==> src/rtl/lane_permute_pkg.sv <==
// Shared types and constants for the lane permutation sequencer.
// The optional rotation stage is enabled by defining LANE_PERMUTE_ROT_EN.
package lane_permute_pkg;

  typedef enum logic [2:0] {
    IDLE,
    RD,
    CALC,
    MOD,
    WR,
    NEXT,
    DONE
  } state_t;

  localparam int DEFAULT_DIM = 5;
  localparam int ROT_STEP = 3;

  function automatic int idx_w(input int dim);
    return $clog2(dim * dim);
  endfunction

  // The accumulator has to hold 2x+3y at its largest, which is 5*(DIM-1).
  function automatic int acc_w(input int dim);
    return $clog2(5 * (dim - 1) + 1);
  endfunction

  localparam int ACC_W = acc_w(DEFAULT_DIM);

endpackage

==> src/rtl/lane_mod_reducer.sv <==
// Iterative modulo-DIM reducer: load a value, then subtract DIM once per step
// cycle until the result falls below DIM, at which point ready is raised.
module lane_mod_reducer
  import lane_permute_pkg::*;
#(
  parameter int DIM = DEFAULT_DIM,
  parameter int ACC_BITS = ACC_W
) (
  input  logic                clk,
  input  logic                rst,
  input  logic                load,
  input  logic                step,
  input  logic [ACC_BITS-1:0] load_val,
  output logic [ACC_BITS-1:0] acc,
  output logic                ready
);

  localparam logic [ACC_BITS-1:0] DIM_A = ACC_BITS'(DIM);

  assign ready = (acc < DIM_A);

  always_ff @(posedge clk) begin
    if (rst) begin
      acc <= '0;
    end else if (load) begin
      acc <= load_val;
    end else if (step && !ready) begin
      acc <= acc - DIM_A;
    end
  end

endmodule

==> src/rtl/lane_permute_ctrl.sv <==
// Lane permutation sequencer: reads every lane (x,y) and writes it to (y, (2x+3y) mod DIM).
// Define LANE_PERMUTE_ROT_EN to rotate each lane left by 3*k mod LANE_W on its way out.
module lane_permute_ctrl
  import lane_permute_pkg::*;
#(
  parameter  int DIM    = 5,
  parameter  int LANE_W = 64,
  localparam int IDX_W  = idx_w(DIM)
) (
  input  logic              clk,
  input  logic              rst,
  input  logic              start,
  output logic              busy,
  output logic              ok,
  output logic              rd_req,
  input  logic              rd_ack,
  output logic [IDX_W-1:0]  rd_addr,
  input  logic [LANE_W-1:0] rd_data,
  output logic              wr_req,
  input  logic              wr_ack,
  output logic [IDX_W-1:0]  wr_addr,
  output logic [LANE_W-1:0] wr_data
);

  localparam int CRD_W = $clog2(DIM);
  localparam int ACC_BITS = acc_w(DIM);
  localparam logic [CRD_W-1:0] LAST = CRD_W'(DIM - 1);
  localparam logic [IDX_W-1:0] DIM_I = IDX_W'(DIM);

  state_t state, state_nxt;
  logic [CRD_W-1:0] x, y;
  logic [LANE_W-1:0] lane_q, lane_out;
  logic [ACC_BITS-1:0] acc, acc_init;
  logic acc_ready, last_lane;

  assign last_lane = (x == LAST) && (y == LAST);
  assign acc_init = (ACC_BITS'(x) << 1) + ACC_BITS'(y) + (ACC_BITS'(y) << 1);

  always_ff @(posedge clk) begin
    if (rst) begin
      state <= IDLE;
    end else begin
      state <= state_nxt;
    end
  end

  always_comb begin
    state_nxt = state;
    case (state)
      IDLE: if (start) state_nxt = RD;
      RD:   if (rd_ack) state_nxt = CALC;
      CALC: state_nxt = MOD;
      MOD:  if (acc_ready) state_nxt = WR;
      WR:   if (wr_ack) state_nxt = NEXT;
      NEXT: state_nxt = last_lane ? DONE : RD;
      DONE: state_nxt = IDLE;
      default: state_nxt = IDLE;
    endcase
  end

  // Coordinates return to (0,0) after the last lane so they never leave the grid.
  always_ff @(posedge clk) begin
    if (rst) begin
      x      <= '0;
      y      <= '0;
      lane_q <= '0;
    end else begin
      if (state == IDLE && start) begin
        x <= '0;
        y <= '0;
      end
      if (state == RD && rd_ack) begin
        lane_q <= rd_data;
      end
      if (state == NEXT) begin
        if (x == LAST) begin
          x <= '0;
          y <= last_lane ? '0 : y + CRD_W'(1);
        end else begin
          x <= x + CRD_W'(1);
        end
      end
    end
  end

  lane_mod_reducer #(
    .DIM      (DIM),
    .ACC_BITS (ACC_BITS)
  ) u_reducer (
    .clk      (clk),
    .rst      (rst),
    .load     (state == CALC),
    .step     (state == MOD),
    .load_val (acc_init),
    .acc      (acc),
    .ready    (acc_ready)
  );

`ifdef LANE_PERMUTE_ROT_EN
  localparam int ROT_W = $clog2(LANE_W);
  localparam int RS_W = ROT_W + 1;
  localparam logic [RS_W-1:0] ROT_LIM = RS_W'(LANE_W);

  logic [ROT_W-1:0] rot_off;
  logic [RS_W-1:0] rot_sum;

  assign rot_sum = {1'b0, rot_off} + RS_W'(ROT_STEP);
  assign lane_out = (lane_q << rot_off) | (lane_q >> (ROT_LIM - {1'b0, rot_off}));

  always_ff @(posedge clk) begin
    if (rst) begin
      rot_off <= '0;
    end else if (state == IDLE && start) begin
      rot_off <= '0;
    end else if (state == NEXT) begin
      rot_off <= (rot_sum >= ROT_LIM) ? ROT_W'(rot_sum - ROT_LIM) : ROT_W'(rot_sum);
    end
  end
`else
  assign lane_out = lane_q;
`endif

  // Addresses and data are forced to zero outside their request states.
  assign busy    = (state != IDLE);
  assign ok      = (state == DONE);
  assign rd_req  = (state == RD);
  assign wr_req  = (state == WR);
  assign rd_addr = rd_req ? (IDX_W'(y) * DIM_I + IDX_W'(x)) : '0;
  assign wr_addr = wr_req ? (IDX_W'(acc) * DIM_I + IDX_W'(y)) : '0;
  assign wr_data = wr_req ? lane_out : '0;

endmodule

==> config.mk <==
export PLATFORM = sky130hd
export DESIGN_NAME = lane_permute_ctrl
export DESIGN_NICKNAME = d
export VERILOG_FILES = /design/src/rtl/lane_permute_pkg.sv /design/src/rtl/lane_mod_reducer.sv /design/src/rtl/lane_permute_ctrl.sv
export SDC_FILE = /design/constraint.sdc
export NUM_CORES = 1
export LEC_CHECK = 0
export ABC_CLOCK_PERIOD_IN_PS = 2500
export BUFFER_PORTS_ARGS = -buffer_cell sky130_fd_sc_hd__buf_2
export CAP_MARGIN = 20
export CORE_MARGIN = 3
export CORE_UTILIZATION = 35
export CTS_CLUSTER_DIAMETER = 30
export DETAILED_ROUTE_END_ITERATION = 8
export PLACE_DENSITY_LB_ADDON = 0.1
export REMOVE_ABC_BUFFERS = 1
export SYNTH_ARGS = -nofsm -noshare
export SYNTH_HDL_FRONTEND = slang
export SYNTH_SLANG_ARGS = --single-unit
export TNS_END_PERCENT = 5
==> constraint.sdc <==
create_clock -name clk -period 2.5 [get_ports clk]
set_input_delay 0.5 -clock clk [delete_from_list [all_inputs] [get_ports clk]]
set_output_delay 0.5 -clock clk [all_outputs]
set_load 0.05 [all_outputs]
==> qor.yml <==
worst_setup_path:
  crit_arrival_ps: 2130
  reg2reg_from: "y[1]"
  worstReg2RegEnd: "u_reducer.acc[4]"
  cp_common_cell: "ha_4"
  rrSetupSlack_ps: 260
  cp-startpoint: "y[2]"
  cp-start-kind: "register"
  slowest_delay_ps: 330
  path_depth: 7
  reg2reg_depth: 7
  crit_type: "register to primary output"
  critPathTopFamily: "adder cells"
  crit_end: "rd_addr[4]"
  path_cells: "ha_4, ha_4, ha_4, a21o_1, a21oi_2, mux2i_1, buf_4"
  cp_slowest_cell: "dfxtp_2"
  cp_max_fo: 2
  critPathBufInv: 1
  endpoint_kind: "primary output"
  worstPathRequired_ps: 2000
global_route:
  antenna_found_initial: 0
  globalRouteOverflowTotal: 0
  grt_max_degree: 65
  grt_use_total_pct: 16.81
  grt_pass1_wl_um: 17840
  grt_pass1_vias: 3590
cts:
  cts_tree: "done"
  clock-sinks: 78
  cts_inserted_buffers: 9
  cts.htree.levels: 3
  cts_buffer_depth: 2
  clk_pin_slew_ps: 60
  clk_latency_ps: 330
  ctsRootBufferMaster: "clkbuf_16"
drt:
  wirelength_um: 11100
  drt_iter0_drc: 237
  route.vias.total: 3923
  dr.pass1.iters: 4
  routedWlPerCell_um: 13.81
  drt.antenna.violating_nets: 0
  drc_errors: 0
  via_per_inst: 4.879
timing:
  clock.fmax_ghz: 0.3805
  slew_violations: 0
  min_period_over_period_pct: 105.1
  worst_pin_slew_ps: 847.7
  skew_ps: 6.970
  finalCriticalPeriod_ps: 2628
  hold_viol: 0
  max_slew_margin_pct: 43.49
  hold-worst-slack_ps: 402.3
  finalSetupViolations: 5
  fin_ws_ps: -127.8
  fin_tns_setup_ps: -316.5
  rsz0062_at_grt: "true"
synthesis:
  synth_area_um2: 4134
  synth_edf_count: 0
  avgSynthCellArea_um2: 8.012
  yosys_warnings: 0
  async_reset_ff_share_pct: 0
  synth-seq-area-share_pct: 37.77
  synth_ff_type: "dfxtp_1"
  synth_cell_types: 52
  synth-seq-cells: 78
  synth_cells: 516
die:
  coreArea_um2: 11470
  rows: 39
  fp.dieArea_um2: 13150
  die_width_um: 114.7
  die_h_um: 114.7
  ioPinCount: 147
  start_util_pct: 36.05
power_and_ir_drop:
  p_switching_mw: 0.7803
  seq_power_share_pct: 42.5
  cellPowerDensity_nw_per_um2: 562.4
  ir_worst_vdd_mv: 0.2723
  p_int_mw: 2.367
  finalPower_mw: 3.147
  swShare_pct: 24.79
  p_comb_share_pct: 12.5
  p_leak_nw: 2.569
  clock_power_share_pct: 45.0
place:
  port_buffers: 146
  place_ws_ps: -17.71
  place_congestion: 0.8035
  hpwl_um: 7744
  dpl.cell_count: 788
  placed_area_um2: 5084
final_layout:
  drive_gt1_share_pct: 32.07
  layout.nets: 754
  multi_input_area_um2: 2527
  areaGrowthSynthToFinish_pct: 35.35
  fillers: 1133
  stdcell_area_um2: 5595
  final_util_pct: 48.79
  diodes: 0
  seq_area_um2: 1574
  fin_cells: 804
status:
  status: "finished, violations left"
  violations: "setup timing"
hold_path:
  hp-class: "input pin to register"
run:
  drv_cap: 0
## Yosys cell counts (3+ instances only)
| library cell | instances | area (um2) |
|---|---|---|
| nand3_1 | 8 | 40.04 |
| a31oi_1 | 3 | 18.77 |
| a21oi_1 | 73 | 365.4 |
| o32ai_1 | 4 | 35.03 |
| clkbuf_1 | 24 | 90.09 |
| nor2_1 | 5 | 18.77 |
| ha_1 | 24 | 300.3 |
| buf_2 | 5 | 25.02 |
| dfxtp_1 | 78 | 1562 |
| and2_1 | 72 | 450.4 |
| nor3_1 | 3 | 15.01 |
| xor2_1 | 5 | 43.79 |
| buf_4 | 7 | 52.55 |
| fa_1 | 5 | 100.1 |
| nor4bb_1 | 3 | 30.03 |
| nand2_1 | 136 | 510.5 |
| o21ai_0 | 5 | 25.02 |
| inv_1 | 7 | 26.28 |
| nor2b_1 | 4 | 25.02 |
## worst min-delay path by stage
| stage | to | start | depth (start not counted) |
|---|---|---|---|
| 3_5_place_dp | lane_out[47] | lane_out[47] | 2 |
| 6_report | lane_out[37] | rd_data[37] | 3 |
| 3_3_place_gp | lane_out[6] | lane_out[6] | 2 |
| 2_1_floorplan | lane_out[0] | lane_out[0] | 2 |
| 4_1_cts | lane_out[37] | rd_data[37] | 3 |
| 5_1_grt | lane_out[37] | rd_data[37] | 3 |
## power by group through the flow
stage / combinational [mW] / sequential [mW] / clock (mW)
global placement: 0.385 / 1.36 / 0
floorplan: 0.206 / 1.37 / 0
finish: 0.393 / 1.34 / 1.42
global route: 0.441 / 1.35 / 1.50
detailed placement: 0.388 / 1.36 / 0
CTS: 0.397 / 1.34 / 1.47
## sequential cells by signal, summed over array words and instances (netlist names)
| signal | flops |
|---|---|
| lane_out | 64 |
| u_reducer.acc | 5 |
| x | 3 |
| state | 3 |
| y | 3 |
## kinds of logic (layout without fill, tap and decap cells)
family,count (synthesis),count (layout),synth area share (%)
and+or+nand+nor,253,253,31.11
AOI/OAI and AO/OA,103,103,14.50
DFF,78,78,37.77
buffers and inverters,44,189,4.964
adders and majority gates,29,29,9.685
xor gates and xnor gates,7,7,1.483
muxes,2,2,0.4843
## routing by layer
layer  vias up  wire, um  global-route usage, %
met5         -         0                      0
met4         0       177                  6.334
met3        14       687                  3.066
met2       111      5140                  26.19
met1      1789      5094                  23.11
li1       2009         -                      -
## final cells by class
type	instances	area share, %
flip-flops and latches	78	28.13
well taps	143	3.198
inverters	7	0.4696
clock buffers	11	4.338
repair buffers	166	17.22
multi-input cells	394	45.17
clock inverters	5	1.476
## cells in the final DEF (no fill, tap or decap), types with 3 or more instances in the layout
cell / n
buf_4: 17
fa_1: 4
nand2_1: 136
inv_1: 7
buf_6: 4
buf_12: 3
ha_4: 9
nor2_1: 5
a21oi_1: 72
nor3_1: 3
dfxtp_1: 70
dfxtp_2: 7
nor2b_1: 4
clkbuf_16: 9
o32ai_1: 4
o21ai_0: 5
a31oi_1: 3
ha_1: 13
and2_1: 70
buf_2: 140
xor2_1: 5
nand3_1: 8
## worst min-delay path, stage by stage
cell and delay [ps]:
buf_2 90, nand2_1 50, a21oi_1 50
## timing repair
| action | CTS | global route |
|---|---|---|
| resized for setup | 34 | 4 |
| hold buffers | 0 | 0 |
| pin swaps | 8 | 5 |
| endpoints found under the hold margin | 0 | 0 |
| endpoints found under the setup margin | 6 | 15 |
| setup buffers | 0 | 0 |
Power figures use the tool's default switching activity.
